--- config.mk ---
export PLATFORM = sky130hd
export DESIGN_NAME = seq_mult_unit
export DESIGN_NICKNAME = d
export VERILOG_FILES = /design/src/rtl/seq_mult_unit.sv
export SDC_FILE = /design/constraint.sdc
export NUM_CORES = 1
export LEC_CHECK = 0
export CAP_MARGIN = 40
export CORE_UTILIZATION = 58
export CTS_CLUSTER_SIZE = 24
export DETAILED_ROUTE_END_ITERATION = 10
export GPL_TIMING_DRIVEN = 1
export PLACE_DENSITY = 0.8
export SYNTH_ARGS = -nofsm -noshare
export SYNTH_HDL_FRONTEND = slang
export SYNTH_SLANG_ARGS = --single-unit
--- constraint.sdc ---
create_clock -name clk -period 5.75 [get_ports clk]
set_input_delay 1.15 -clock clk [delete_from_list [all_inputs] [get_ports clk]]
set_output_delay 1.15 -clock clk [all_outputs]
set_load 0.03 [all_outputs]
--- src/rtl/seq_mult_unit.sv ---
`default_nettype none
// ============================================================================
// Module   : seq_mult_unit
// Brief    : Multi-cycle shift-add multiplier for the MULT/MULTU function
//            codes. One multiplier bit per cycle, signed and unsigned modes,
//            start/busy/done handshake, 2*WIDTH-bit product held on dataOut.
// Revision : 1.0 - initial release
// ============================================================================
module seq_mult_unit #(
  parameter int         WIDTH    = 32,
  parameter logic [5:0] MULTU_OP = 6'b011001,
  parameter logic [5:0] MULT_OP  = 6'b011000
) (
  input  logic                 clk,
  input  logic                 reset,
  input  logic                 start,
  input  logic [5:0]           Signal,
  input  logic [WIDTH-1:0]     dataA,
  input  logic [WIDTH-1:0]     dataB,
  output logic                 busy,
  output logic                 done,
  output logic [2*WIDTH-1:0]   dataOut
);

  // Step counter only needs to reach WIDTH-1.
  localparam int                   c_CNT_W = (WIDTH > 1) ? $clog2(WIDTH) : 1;
  localparam logic [c_CNT_W-1:0]   c_LAST  = c_CNT_W'(WIDTH - 1);
  localparam logic [c_CNT_W-1:0]   c_ONE   = c_CNT_W'(1);
  localparam logic [WIDTH-1:0]     c_ZERO_W  = '0;
  localparam logic [2*WIDTH-1:0]   c_ZERO_2W = '0;

  typedef enum logic [0:0] {
    S_IDLE = 1'b0,
    S_RUN  = 1'b1
  } state_t;

  state_t               r_state;
  state_t               w_state_next;

  logic [2*WIDTH-1:0]   r_mcand;     // multiplicand magnitude, shifted left each step
  logic [WIDTH-1:0]     r_mplier;    // multiplier magnitude, shifted right each step
  logic [2*WIDTH-1:0]   r_acc;
  logic [c_CNT_W-1:0]   r_count;
  logic                 r_neg;
  logic                 r_busy;
  logic                 r_done;
  logic [2*WIDTH-1:0]   r_dataout;

  logic                 w_is_mult;
  logic                 w_is_multu;
  logic                 w_accept;
  logic                 w_step;
  logic                 w_final;
  logic [WIDTH-1:0]     w_a_mag;
  logic [WIDTH-1:0]     w_b_mag;
  logic                 w_neg;
  logic [2*WIDTH-1:0]   w_addend;
  logic [2*WIDTH-1:0]   w_acc_next;
  logic [2*WIDTH-1:0]   w_result;

  // Next-state and step control: accept only a valid opcode in IDLE, run WIDTH steps.
  always_comb begin
    w_state_next = r_state;
    w_accept     = 1'b0;
    w_step       = 1'b0;
    w_final      = 1'b0;
    w_is_mult    = (Signal == MULT_OP);
    w_is_multu   = (Signal == MULTU_OP);
    case (r_state)
      S_IDLE: begin
        if (start && (w_is_mult || w_is_multu)) begin
          w_accept     = 1'b1;
          w_state_next = S_RUN;
        end
      end
      S_RUN: begin
        w_step = 1'b1;
        if (r_count == c_LAST) begin
          w_final      = 1'b1;
          w_state_next = S_IDLE;
        end
      end
      default: w_state_next = S_IDLE;
    endcase
  end

  // Operand magnitudes, sign of result, and the per-step accumulate/final negate.
  // The magnitude of the most negative value wraps to itself, which read as
  // unsigned is exactly 2^(WIDTH-1), so no extra bit is needed.
  always_comb begin
    w_a_mag    = dataA;
    w_b_mag    = dataB;
    w_neg      = 1'b0;
    if (w_is_mult) begin
      if (dataA[WIDTH-1]) w_a_mag = c_ZERO_W - dataA;
      if (dataB[WIDTH-1]) w_b_mag = c_ZERO_W - dataB;
      w_neg = dataA[WIDTH-1] ^ dataB[WIDTH-1];
    end
    w_addend   = r_mplier[0] ? r_mcand : c_ZERO_2W;
    w_acc_next = r_acc + w_addend;
    w_result   = r_neg ? (c_ZERO_2W - w_acc_next) : w_acc_next;
  end

  // State register; reset returns to IDLE from anywhere, aborting a running op.
  always_ff @(posedge clk) begin
    if (!reset) begin
      r_state <= S_IDLE;
    end else begin
      r_state <= w_state_next;
    end
  end

  // Datapath and handshake registers.
  always_ff @(posedge clk) begin
    if (!reset) begin
      r_mcand   <= '0;
      r_mplier  <= '0;
      r_acc     <= '0;
      r_count   <= '0;
      r_neg     <= 1'b0;
      r_busy    <= 1'b0;
      r_done    <= 1'b0;
      r_dataout <= '0;
    end else begin
      r_done <= w_final;
      if (w_accept) begin
        r_mcand  <= {c_ZERO_W, w_a_mag};
        r_mplier <= w_b_mag;
        r_acc    <= '0;
        r_count  <= '0;
        r_neg    <= w_neg;
        r_busy   <= 1'b1;
      end else if (w_step) begin
        r_acc    <= w_acc_next;
        r_mcand  <= r_mcand << 1;
        r_mplier <= r_mplier >> 1;
        r_count  <= r_count + c_ONE;
        if (w_final) begin
          r_busy    <= 1'b0;
          r_dataout <= w_result;
        end
      end
    end
  end

  assign busy    = r_busy;
  assign done    = r_done;
  assign dataOut = r_dataout;

endmodule
`default_nettype wire

==> run metrics, run 1 <==
total of max-cap violations 0; Power per Cell Area between 150 and 200 nW/um2; Max-slew headroom 35.7%; Post-Route WL ~53,000 um; H-tree depth 1; FF+latch count, synth between 200 and 250; top cell type's share of synthesized area ~27%; critical-path cell list buf_4, and2_1, ha_1, a21oi_1, o21ai_0, a221oi_1, o21ai_0, a211oi_1, xnor2_1, a211oi_1, nand4b_1, buf_4, nor4b_2, mux2i_1, a311o_1; register area about 4700 um2; DIE WIDTH 173 um; DRT antenna net count 0; GRT overflow 0; Mapped Avg Cell Area about 7.4 um2; mapped cell area about 17,000 um2; # fillers between 2,000 and 2,500; Leak around 0.0072 uW; slowest stage delay, CP ~0.60 ns; worst reg2reg setup slack roughly 0.43 ns; Wirelength per Cell a little under 20 um; Post-CTS Setup Bufs 0; clock buffers created by TritonCTS 25; initial antenna violation count 2; TritonRoute pass-1 iters 6; Syn Inst Count roughly 2,300; clock tree root driver cell clkbuf_16; port buffer count 138; min Tclk post-route roughly 5.3 ns; GP Congestion ~1.0; outcome finished, final reports clean; max frequency 188 MHz; I/O pin total 139; HP Class reg2reg; endpoint class of the critical path flip-flop; Worst Skew about 0.017 ns; All-Layer GR Usage between 30% and 40%; VDD IR-drop max around 0.00016 V; library cells used by synthesis 86; Starting Density 59.0%; Max Fanout on Critical Path 39; Crit Path Category reg2reg; final setup fails 0; Nets approximately 2,500; Reg clk slew, reported paths around 0.070 ns; TNS Setup 0 ns; leading area contributor after synthesis dfxtp_1; Worst-Skew Late Latency roughly 0.55 ns; ys flop type dfxtp_1; Initial DRC Count roughly 1,700; Slew Viols, Final 0; count leader, synth nor2_1; Area contributors post-synth dfxtp_1 (27%), nor2_1 (8.5%), a21oi_1 (5.8%), mux2i_1 (5.7%), ha_1 (5.0%); Async S/R FF share, synth 0%; Site Rows 62; sequential fraction of the synthesis area around 27%; unrepaired setup endpoints after global routing false; vias in the first global route roughly 16,000; Sink Count between 200 and 250; total number of vias between 15,000 and 20,000; most frequent cells after synthesis nor2_1 (387), dfxtp_1 (233), a21oi_1 (197); Final Hold Vio Count 0; CTS max path bufs 3; Synth warnings 0; CP startpoint kind flip-flop; setup ws final ~0.43 ns; post_cts resized 0; CP Data Required Time ~6.2 ns; die height between 150 and 200 um; Tcrit/Tclk final between 90% and 100%; Slew @ Worst Pin ~0.95 ns; CP arrival 5.76 ns; largest net degree at the start of global routing 77; layout cells sized above 1 ~5.5%; Multi-input gate area about 12,000 um2; Hold Buf Count CTS 0; EDFF count, synth 0; first-pass GRT wire length between 80,000 and 90,000 um; slowest cell on the critical path a211oi_1; area grow syn2layout 14.8%; HPWL Detailed between 40,000 and 50,000 um; die area 30,000 um2; DRC 0; Vias/cell around 6.3; core area 28,800 um2; CTS tree yes; DP Worst Slack 0.320 ns; syn nets about 2,400
-- stage by stage --
step | cells | power, uW | hold slack, ns | util [%] | cell area [um2]
2_1_floorplan | 2282 | 1760 | 0.430 | - | 17000
5_1_grt | 2748 | 3490 | 0.486 | 67.8 | 19500
3_3_place_gp | 2697 | 1850 | 0.436 | 64.7 | 18600
4_1_cts | 2748 | 3400 | 0.451 | 67.8 | 19500
6_report | 2749 | 3390 | 0.447 | 67.8 | 19500
3_5_place_dp | 2702 | 1860 | 0.442 | 65.0 | 18700
-- where the power goes --
group	total, uW	leakage [uW]	switching (uW)	internal, uW
Combinational	196	0.00488	107	88.5
Clock	1560	0.000398	687	877
Sequential	1630	0.00188	5.95	1620
Total	3390	0.00715	801	2590
-- worst max-delay path: cells and delay by family, from the launching register on --
family | cells | cell delay, ns
xor gates and xnor gates | 1 | 0.28
buffers and inverters | 2 | 0.53
and+or+nand+nor | 3 | 0.77
DFF | 1 | 0.51
muxes | 1 | 0.16
AOI/OAI and AO/OA | 7 | 2.64
adders and majority gates | 1 | 0.32
-- flip-flops by register name (all words and copies together) (netlist names) --
register / flops
r_mcand: 64
r_state: 1
r_count: 5
busy: 1
r_mplier: 32
dataOut: 64
r_neg: 1
done: 1
r_acc: 64
-- cells by family after synthesis --
group / after synthesis / share of synthesized area, %
adder cells (fa/ha/maj): 69 / 5.13
flip-flops: 233 / 27.5
XOR/XNOR: 131 / 6.75
multiplexers: 100 / 5.92
buffers and inverters: 171 / 3.89
AND/OR/NAND/NOR: 937 / 26.5
AO/OA/AOI/OAI: 641 / 24.3
-- layout by cell type (no fill, tap or decap), drive strengths merged, types with 30 or more instances in the layout --
cell           count
a211oi           108
a21oi            197
and2              87
buf               46
clkbuf            31
clkdlybuf4s50    138
dfxtp            233
ha                68
mux2i             96
nand2            168
nand3             37
nand4             45
nor2             387
nor3              51
nor4              30
o21ai            136
or3               37
xnor2             53
xor2              78
-- layer usage --
metal	track usage, %	up-vias	wire length (um)
li1	-	8444	-
met4	8.19	2	1110
met3	6.95	83	5360
met5	0	-	15
met2	51.5	772	22000
met1	51.5	8127	24900
-- final timing paths --
path	from	depth (start not counted)	end
setup / recovery	r_mplier[0]	15	dataOut[62]
hold / removal	dataOut[50]	2	dataOut[50]
setup reg to reg	r_mplier[0]	15	dataOut[62]
hold reg to reg	dataOut[50]	2	dataOut[50]
-- final cells by class --
cell class,count,share of cell area (%)
sequential,233,23.9
multi-input combinational,1878,59.9
clock inverter,15,0.609
timing repair buffer,184,9.21
antenna,1,0.0128
inverter,23,0.443
tap,384,2.46
clock buffer,31,3.42
Power figures use the tool's default switching activity.
==> run 2, diff against run 1 <==
--- a/config.mk
+++ b/config.mk
@@ -5,6 +5,7 @@
 export SDC_FILE = /design/constraint.sdc
 export NUM_CORES = 1
 export LEC_CHECK = 0
+export ABC_CLOCK_PERIOD_IN_PS = 5750
 export CAP_MARGIN = 40
 export CORE_UTILIZATION = 58
 export CTS_CLUSTER_SIZE = 24
==> results of run 2 <==
The final DEF is identical to that of run 1; final timing and power are the same.
==> run 3, diff against run 2 <==
--- a/config.mk
+++ b/config.mk
@@ -7,6 +7,7 @@
 export LEC_CHECK = 0
 export ABC_CLOCK_PERIOD_IN_PS = 5750
 export CAP_MARGIN = 40
+export CORE_MARGIN = 8
 export CORE_UTILIZATION = 58
 export CTS_CLUSTER_SIZE = 24
 export DETAILED_ROUTE_END_ITERATION = 10
==> run metrics, run 3 (synthesized netlist as in run 1, its figures left out) <==
TNS Setup 0 ns (unchanged); All-Layer GR Usage 30.1% (-4.6 points); core area 28,800 um2 (unchanged); combinational power share 5.3% (-0.5 points); vias in the first global route 16,400 (+4.3%); Slew @ Worst Pin 0.927 ns (-0.0269 ns); CTS tree yes; placed cell area 18,700 um2 (-0.20%); Nets 2,489 (+0.080%); Hold Buf Count CTS 0 (unchanged); Final Cell Area 19,600 um2 (+0.59%); Worst-Skew Late Latency 0.54 ns (about the same); Post-CTS Setup Bufs 0 (unchanged); Wirelength per Cell 20.1 um (+3.6%); Starting Density 59.0% (unchanged); CP arrival 5.77 ns (about the same); final setup fails 0 (unchanged); die area 35,000 um2 (+17%); most frequent cells in the layout nor2_1 (386), dfxtp_1 (231), a21oi_1 (197); Tcrit/Tclk final 92.5% (about the same); CP Data Required Time 6.20 ns (+0.02 ns); Site Rows 62 (unchanged); layout cells sized above 1 5.75% (+0.20 points); Initial DRC Count 1,573 (-6.1%); area grow syn2layout 15.5%; Reg clk slew, reported paths 0.07 ns (about the same); clock tree root driver cell clkbuf_16; endpoint class of the critical path flip-flop; VDD IR-drop max 0.000183 V (+13%); sw frac 22.8% (-0.80 points); largest net degree at the start of global routing 138 (+79%); Vias/cell 6.39 (+0.74%); Final Hold Vio Count 0 (unchanged); ant diodes 0 (-1); Power per Cell Area 186 nW/um2 (+7.0%); outcome finished, final reports clean; I/O pin total 139 (unchanged); TritonRoute pass-1 iters 6 (unchanged); port buffer count 138 (unchanged); GRT overflow 0 (unchanged); worst reg2reg setup slack 0.43 ns (about the same); DRC 0 (unchanged); GP Congestion 0.997 (-4.4%); register area 4670 um2 (about the same); Post-Place Cells 2,703 (+0.037%); max frequency 188 MHz (about the same); Psw 832 uW (+3.9%); Max Fanout on Critical Path 15 (-62%); Crit Path Category reg2reg; initial antenna violation count 2 (unchanged); internal power 2810 uW (+8.7%); Sink Count 233 (unchanged); Slew Viols, Final 0 (unchanged); Multi-input gate area 11,700 um2 (unchanged); total of max-cap violations 0 (unchanged); post_cts resized 0 (unchanged); HP Class reg2reg; HPWL Detailed 42,500 um (+2.5%); CTS max path bufs 3 (unchanged); # fillers 2,487 (+1.1%); Leak 0.00720 uW (+0.70%); DRT antenna net count 0 (unchanged); WHS 0.454 ns (+0.00743 ns); DIE WIDTH 187 um (+8.1%); Worst Skew 0.0144 ns (-0.00222 ns); Layout Cells excl Fill 2,751 (+0.073%); Max-slew headroom 38.2% (+2.5 points); H-tree depth 1 (unchanged); CP startpoint kind flip-flop; clock buffers created by TritonCTS 26 (+4.0%); commonest non-fill, non-tap cell in the layout nor2_1; Post-Route WL 55,400 um (+3.7%); sequential group share of total power 44.7% (-3.3 points); first-pass GRT wire length 88,000 um (+4.2%); total number of vias 17,600 (+0.81%); unrepaired setup endpoints after global routing false; min Tclk post-route 5.32 ns (-0.00517 ns); die height 187 um (+8.1%); Clk pwr share 50.0% (+3.8 points)
## run 3: changes by cell type in the layout (fill, tap and decap cells not counted), moves of 2 or more
cell	change
buf_4	+4
clkinv_2	-4
buf_16	-3
bufinv_16	+3
clkbuf_1	-3
clkbuf_8	+3
clkbuf_16	+2
clkinvlp_4	+2
## run 3: critical path, cell delays in order (launching register included)
cell and delay [ns]:
dfxtp_1 0.55, buf_4 0.27, and2_1 0.16, ha_1 0.29
a21oi_1 0.43, o21ai_0 0.21, a21o_1 0.28, or4_1 0.40
and4_1 0.24, nor4_2 0.64, nand3b_1 0.32, or3_1 0.64
o41ai_1 0.48, xor2_1 0.10, o21ai_0 0.22
## run 3: worst paths after layout
kind / startpoint / endpoint / depth (start not counted)
max: r_mplier[0] / dataOut[44] / 14
min: dataOut[34] / dataOut[34] / 2
max reg2reg: r_mplier[0] / dataOut[44] / 14
min reg2reg: dataOut[34] / dataOut[34] / 2
## run 3: power groups by stage
| stage | Combinational (uW) | Clock, uW | Sequential, uW |
|---|---|---|---|
| global placement | 187 | 0 | 1660 |
| finish | 194 | 1820 | 1630 |
| CTS | 192 | 1840 | 1630 |
| floorplan | 97.3 | 0 | 1660 |
| detailed placement | 191 | 0 | 1660 |
| global route | 210 | 1910 | 1630 |
## run 3: area by class of cell
class	count	area share [%]
flip-flops and latches	233	23.8
well taps	384	2.45
clock buffers	33	3.81
repair buffers	185	8.96
clock inverters	15	0.995
inverters	23	0.440
multi-input cells	1878	59.5
## run 3: stage by stage
stage	util, %	total power, uW	worst slack (ns)
after floorplan	-	1760	1.10
after global placement	64.8	1850	0.662
after detailed placement	64.9	1850	0.603
after CTS	68.2	3660	0.533
after global routing	68.2	3740	0.0301
final	68.2	3640	0.431
## run 3: layer usage
metal / up-vias / wire length, um / part of all wire, % / track usage (%)
met2: 754 / 22700 / 41 / 44.6
met5: - / 26 / 0.047 / 0
li1: 8423 / - / - / -
met1: 8295 / 25400 / 46 / 43.0
met3: 94 / 5700 / 10 / 6.86
met4: 4 / 1470 / 2.6 / 8.46
